==> src/rtl/gpi_event_capture_pkg.sv <==
// Shared definitions for the GPI event-capture front end: GPO1 command field
// positions and the edge-select encoding.
package gpi_event_capture_pkg;

  typedef enum logic [1:0] {
    EDGE_RISE = 2'b00,
    EDGE_FALL = 2'b01,
    EDGE_BOTH = 2'b10,
    EDGE_OFF  = 2'b11
  } edge_sel_e;

  localparam int SEL_BIT  = 7;
  localparam int EDGE_MSB = 6;
  localparam int EDGE_LSB = 5;

endpackage

==> src/rtl/debounce_bit.sv <==
// One input bit: metastability chain, stability counter and accepted level.
// 'accept' pulses combinationally on the cycle 'stable' takes the new value.
module debounce_bit #(
  parameter int SYNC_STAGES     = 2,
  parameter int DEBOUNCE_CYCLES = 50000
) (
  input  logic clk,
  input  logic rst_n,
  input  logic raw,
  output logic stable,
  output logic accept
);

  localparam int CNT_W = $clog2(DEBOUNCE_CYCLES + 1);
  localparam logic [CNT_W-1:0] CNT_LAST = CNT_W'(DEBOUNCE_CYCLES - 1);

  logic [SYNC_STAGES-1:0] sync_q;
  logic [CNT_W-1:0]       cnt;
  logic                   s;

  assign s      = sync_q[SYNC_STAGES-1];
  assign accept = (s != stable) && (cnt == CNT_LAST);

  // NOTE: every flop, including the sync chain, is cleared so a reset mid-debounce leaves no residue.
  always_ff @(posedge clk or negedge rst_n) begin
    if (!rst_n) begin
      sync_q <= '0;
      cnt    <= '0;
      stable <= 1'b0;
    end else begin
      // NOTE: non-blocking so every flop samples the pre-edge values of its peers.
      sync_q <= {sync_q[SYNC_STAGES-2:0], raw};
      // Cleared on match and on accept, so the counter can never wrap.
      if ((s == stable) || accept) cnt <= '0;
      else                         cnt <= cnt + CNT_W'(1);
      if (accept) stable <= s;
    end
  end

endmodule

==> src/rtl/gpi_event_capture.sv <==
// MCS GPI1 front end: debounced levels or a read-to-clear snapshot of sticky
// edge events, selected and controlled by the GPO1 command word.
module gpi_event_capture
  import gpi_event_capture_pkg::*;
#(
  parameter int WIDTH           = 8,
  parameter int SYNC_STAGES     = 2,
  parameter int DEBOUNCE_CYCLES = 50000
) (
  input  logic             Clk,
  input  logic             Reset,
  input  logic [WIDTH-1:0] raw_in,
  input  logic [WIDTH-1:0] gpo_cmd,
  output logic [WIDTH-1:0] gpi_data,
  output logic             evt_pending
);

  logic [WIDTH-1:0] stable, accept, rise, fall, new_set;
  logic [WIDTH-1:0] live_q, live_d, snap_q, snap_d;
  logic             prev_sel, sel, clear;
  edge_sel_e        edge_sel;
  logic             unused_cmd_bits;

  for (genvar i = 0; i < WIDTH; i++) begin : g_bit
    debounce_bit #(
      .SYNC_STAGES    (SYNC_STAGES),
      .DEBOUNCE_CYCLES(DEBOUNCE_CYCLES)
    ) u_debounce (
      .clk   (Clk),
      .rst_n (Reset),
      .raw   (raw_in[i]),
      .stable(stable[i]),
      .accept(accept[i])
    );
  end

  // On an accept the bit flips, so the old level tells the edge direction.
  assign rise            = accept & ~stable;
  assign fall            = accept & stable;
  assign unused_cmd_bits = ^gpo_cmd[EDGE_LSB-1:0];

  // NOTE: all outputs get a default first so no path infers a latch.
  always_comb begin
    sel      = gpo_cmd[SEL_BIT];
    edge_sel = edge_sel_e'(gpo_cmd[EDGE_MSB:EDGE_LSB]);
    clear    = sel & ~prev_sel;
    new_set  = '0;
    case (edge_sel)
      EDGE_RISE: new_set = rise;
      EDGE_FALL: new_set = fall;
      EDGE_BOTH: new_set = rise | fall;
      default:   new_set = '0;
    endcase
    // On a clear every old flag moves to the snapshot; only same-cycle edges stay live.
    live_d = clear ? new_set : (live_q | new_set);
    snap_d = clear ? live_q  : snap_q;
  end

  always_ff @(posedge Clk or negedge Reset) begin
    if (!Reset) begin
      prev_sel    <= 1'b0;
      live_q      <= '0;
      snap_q      <= '0;
      gpi_data    <= '0;
      evt_pending <= 1'b0;
    end else begin
      prev_sel    <= sel;
      live_q      <= live_d;
      snap_q      <= snap_d;
      gpi_data    <= sel ? snap_d : stable;
      evt_pending <= |live_q;
    end
  end

endmodule

==> config.mk <==
export PLATFORM = sky130hd
export DESIGN_NAME = gpi_event_capture
export DESIGN_NICKNAME = d
export VERILOG_FILES = /design/src/rtl/gpi_event_capture_pkg.sv /design/src/rtl/debounce_bit.sv /design/src/rtl/gpi_event_capture.sv
export SDC_FILE = /design/constraint.sdc
export NUM_CORES = 1
export LEC_CHECK = 0
export CAP_MARGIN = 30
export CORE_ASPECT_RATIO = 1.25
export CORE_MARGIN = 2
export CORE_UTILIZATION = 46
export CTS_CLUSTER_DIAMETER = 50
export DETAILED_ROUTE_END_ITERATION = 16
export GPL_ROUTABILITY_DRIVEN = 0
export HOLD_SLACK_MARGIN = 0.12
export SLEW_MARGIN = 20
export SYNTH_ARGS = -nofsm -noshare
export SYNTH_HDL_FRONTEND = slang
export SYNTH_HIERARCHICAL = 1
export SYNTH_SLANG_ARGS = --single-unit
export TNS_END_PERCENT = 5
==> constraint.sdc <==
create_clock -name Clk -period 1.9 [get_ports Clk]
set_input_delay 0.475 -clock Clk [delete_from_list [all_inputs] [get_ports Clk]]
set_output_delay 0.475 -clock Clk [all_outputs]
set_load 0.01 [all_outputs]
# After elaboration in Yosys (flattened, before gate mapping)

Cells that the tools add are included.

Equal/unequal tests: 26
Reduce and logical (&&, ||, !) cells: 18
Mux-type cells: 12
Add/sub/neg operators: 8
Bitwise operators: 7

Operators by type and width:

| kind                                          | number |
|---|---|
| adder 16 x 1 -> 16 bit, second input constant | 8 |
| == test 16 bit, second input constant         | 8 |
| two-way mux 16 bit                            | 8 |
| two-way mux 8 bit                             | 3 |
| case mux 8 bit (3 select lines)               | 1 |
| AND 8 bit                                     | 2 |
| OR 8 bit                                      | 2 |
| == test 1 bit                                 | 8 |
| logical AND 1 bit                             | 8 |
| logical OR 1 bit                              | 8 |
| != test 1 bit                                 | 8 |
| NOT 8 bit                                     | 1 |
| OR reduction 8 bit                            | 1 |
| == test 2 x 1 -> 1 bit, second input constant | 1 |
| == test 2 bit, second input constant          | 1 |
| zero test 2 bit                               | 1 |
| AND 1 bit                                     | 1 |
| NOT 1 bit                                     | 1 |

Output and inout bits: 9
Word-level logic and storage cells: 100
Bits in registers: 178

# Depth between registers and ports, before layout

Depth after elaboration: 7
Gate-level depth with buffers: 6
Depth with buffers taken out: 6

# Hierarchy

The synthesis kept the hierarchy.

Modules (own cells, without submodules):

| module            | sequential area each (sq um) | times used | area each (sq um) | cells an instance |
|---|---|---|---|---|
| debounce_bit      | 475.5                        | 8          | 1031.0            | 86 |
| gpi_event_capture | 650.6                        | 1          | 1241.2            | 102 |

# Worst setup path after synthesis

No wires, ideal clock.

Path type: reg-to-reg
Start: reg g_bit[5].u_debounce.cnt[0]
End: reg live_q[5]
Data required time: 1774 ps
Setup time: 126 ps
Arrival: 1588 ps
Cell stages (with the launch flop): 7
Path slack: 186 ps
Path through: dfrtp_1 > ha_1 > and3_1 > nand4_2 > and2b_1 > nor2b_1 > a221o_1

Cells in the longest elaborated chain, start to end: 7

Ends and longest elaborated chain:

| what                                | RTL line                                         | RTL |
|---|---|---|
| from (decl)                         | debounce_bit.sv:18                               | `logic [CNT_W-1:0] cnt;` |
| from (signal assigned)              | debounce_bit.sv:35                               | `else cnt <= cnt + CNT_W'(1);` |
| == test 16 bit (*)                  | debounce_bit.sv:22                               | `assign accept = (s != stable) && (cnt == CNT_LAST);` |
| logical AND 1 bit (*)               | debounce_bit.sv:22                               |  |
| via accept[5]                       | gpi_event_capture.sv:18                          | `logic [WIDTH-1:0] stable, accept, rise, fall, new_set;` |
| AND 8 bit (on tied branches)        | gpi_event_capture.sv:38, gpi_event_capture.sv:39 |  |
| OR 8 bit                            | gpi_event_capture.sv:51                          | `EDGE_BOTH: new_set = rise \| fall;` |
| case mux 8 bit (3 select lines) (*) | gpi_event_capture.sv:48                          | `case (edge_sel)` |
| OR 8 bit                            | gpi_event_capture.sv:55                          | `live_d = clear ? new_set : (live_q \| new_set);` |
| two-way mux 8 bit (*)               | gpi_event_capture.sv:55                          |  |
| via live_d[5]                       | gpi_event_capture.sv:19                          | `logic [WIDTH-1:0] live_q, live_d, snap_q, snap_d;` |
| to (signal assigned)                | gpi_event_capture.sv:68                          | `live_q <= live_d;` |
| to (decl)                           | gpi_event_capture.sv:19                          |  |

The timed path passes the listed nets; every way through them passes the cells marked *.
A chain may end at the register's enable or synchronous reset.

# Worst setup path in the final report

Start: reg gpi_data[7]
End: out gpi_data[7]

RTL lines:

| what                   | RTL line                | RTL |
|---|---|---|
| from (decl)            | gpi_event_capture.sv:14 | `output logic [WIDTH-1:0] gpi_data,` |
| from (signal assigned) | gpi_event_capture.sv:70 | `gpi_data <= sel ? snap_d : stable;` |

No word-level cell between the ends.

==> run metrics <==
n_diodes 0; Placeable Area 20200 um^2; Site Rows 58; crit-path max FO 1; Post-Syn Area 9490 um^2; GRT Total Usage 0.166; CP max stage cell clkdlybuf4s50_1; asr flop ratio synth 1.00; clock sink total 178; pwr dens 709 nW/um^2; clk slew on worst S/H paths about 0.060 ns; CP arrival 1.33 ns; worst path bufs/invs 1; DR vias/cell 5.27; post-CTS setup buffers 0; HPWL after DPL 11800 um; slowest stage delay, CP 0.54 ns; via count 5864; relative slew slack 0.680; Clock Skews 0.00846 ns; warnings from Yosys 6; initial antenna violation count 0; Port-buffer cells 21; Die Area around 22000 um^2; Die Height 165 um; Starting Density 0.470; synthesized net count 816; worst skew pair latency 0.43 ns; critical path capture point type output pin; Pwr Total 7500 uW; htree depth 4; Final Hold Viols 0; Final setup viols 0; initial DRC count 265; hold buffers post-CTS 1; proportion of layout cells with a drive suffix above 1 0.311; Routed WL 16800 um; CTS tree built; Post-Syn Instances 790; Fill cells 1789; DRT Pass-1 Iters 4; worst vdd ir 617 uV; first-pass GRT wire length 29600 um; post-CTS sizing 0; CP startpoint kind register; fin crit share 0.952; Max Cap Violations 0; Antenna Violating Nets Remaining 0; Post-synth EDFFs 0; r2r startpoint g_bit[4].u_debounce/cnt[1]; setup TNS 0 ns; Die W 132 um; vias in the first global route 6102; synthesized flop and latch total 178; RSZ-0062 raised after global routing no; CTS Buffer Depth 2; crit-path cells clkdlybuf4s50_1; Ports 27; hold crit path type register to register; clock buffer count from CTS 17; multi-input logic area around 4700 um^2; nets@finish 855; syn_area_per_cell 12.0 um^2; top_reg_cell synth dfrtp_1; CP Data Required Time about 1.4 ns; CP top delay family buffers and inverters; FF/Latch Area 4450 um^2; largest net degree at the start of global routing 47; Post-Route Utilization 0.524; Slew @ Worst Pin ~0.48 ns; Slew Viols, Final 0; WS Path Type register to output pin; max frequency 553 MHz; Critical Path Start gpi_data[7]; wire per inst 15.1 um; Hold Slack 0.353 ns; Seq/Total Area, Yosys 0.469; Layout area overhead 11.5%; hold_sp g_bit[7].u_debounce/sync_q[0]; clk root buf clkbuf_16; Netlist cell types 36; GRT overflow 0; post-route minimum period ~1.8 ns; P_leak 0.00443 uW; status finished clean; number of remaining DRC errors 0
final timing paths:
kind / to / cells after the start / slack, ns
min in group asynchronous: g_bit[5].u_debounce/cnt[6] / 2 / 0.56
min reg2reg: g_bit[7].u_debounce/sync_q[1] / 0 / 0.35
max in group asynchronous: g_bit[0].u_debounce/cnt[12] / 3 / 0.68
max: gpi_data[7] / 1 / 0.09
max reg2reg: live_q[4] / 6 / 0.12
min: g_bit[7].u_debounce/sync_q[1] / 0 / 0.35
report_power, final:
part | switching (uW) | internal (uW) | total [uW]
Sequential | 62.5 | 3860 | 3920
Combinational | 223 | 140 | 363
Clock | 1470 | 1740 | 3210
Total | 1760 | 5740 | 7500
logic make-up after synthesis:
group,share of synthesized area
adders and majority gates,0.0105
and+or+nand+nor,0.329
xor gates and xnor gates,0.111
AOI/OAI and AO/OA,0.0127
DFF,0.469
muxes,0.0306
buffers and inverters,0.0373
cell usage after synthesis (9+ instances only):
| master | instances | share of area |
|---|---|---|
| nand4_1 | 24 | 0.016 |
| nand2_1 | 17 | 0.0067 |
| inv_1 | 16 | 0.0063 |
| xor2_1 | 24 | 0.022 |
| and3_1 | 16 | 0.011 |
| dfrtp_1 | 178 | 0.47 |
| nor3_1 | 24 | 0.013 |
| nand3_1 | 32 | 0.017 |
| nor2b_1 | 9 | 0.0059 |
| nor2_1 | 56 | 0.022 |
| buf_2 | 12 | 0.0063 |
| nor2_2 | 88 | 0.058 |
| xnor2_1 | 96 | 0.089 |
| nor4_2 | 32 | 0.042 |
| nand4_2 | 16 | 0.021 |
flip-flops by register name, summed over array words and instances (netlist names):
signal                   count
g_bit.u_debounce/stable      8
evt_pending                  1
g_bit.u_debounce/sync_q     16
snap_q                       8
prev_sel                     1
g_bit.u_debounce/cnt       128
live_q                       8
gpi_data                     8
layer usage:
| layer | share of wire | track usage | vias up |
|---|---|---|---|
| met5 | 0 | 0 | - |
| met1 | 0.45 | 0.212 | 2923 |
| met4 | 0.019 | 0.0655 | 0 |
| met2 | 0.50 | 0.286 | 77 |
| met3 | 0.024 | 0.0264 | 25 |
| li1 | - | - | 2839 |
through the flow:
step | instances | area [um^2] | worst slack, ns
finish | 1112 | 10600 | 0.0921
global route | 1112 | 10600 | 0.0267
CTS | 1112 | 10600 | 0.0691
detailed placement | 1079 | 10000 | 0.125
global placement | 1079 | 10000 | 0.134
floorplan | 790 | 9490 | 0.186
layout by cell type, fill, tap and decap left out, types with 9 or more instances in the layout:
| master | synthesis | layout |
|---|---|---|
| inv_1 | 16 | 16 |
| nand4_2 | 16 | 16 |
| dfrtp_1 | 178 | 178 |
| nor2_2 | 88 | 88 |
| nor4_2 | 32 | 32 |
| nor3_1 | 24 | 24 |
| nand4_1 | 24 | 24 |
| xnor2_1 | 96 | 96 |
| nand3_1 | 32 | 32 |
| clkbuf_16 | 0 | 17 |
| nand2_1 | 17 | 17 |
| clkdlybuf4s50_1 | 0 | 20 |
| nor2b_1 | 9 | 9 |
| xor2_1 | 24 | 24 |
| nor2_1 | 56 | 56 |
| buf_4 | 0 | 24 |
| and3_1 | 16 | 16 |
layout make-up:
cell class                 count  share of cell area
clock buffer                  20              0.0432
timing repair buffer          51              0.0474
tap                          270              0.0319
clock inverter                12             0.00804
inverter                      16             0.00568
sequential                   178               0.421
multi-input combinational    565               0.443
(Power assumes the default switching activity.)
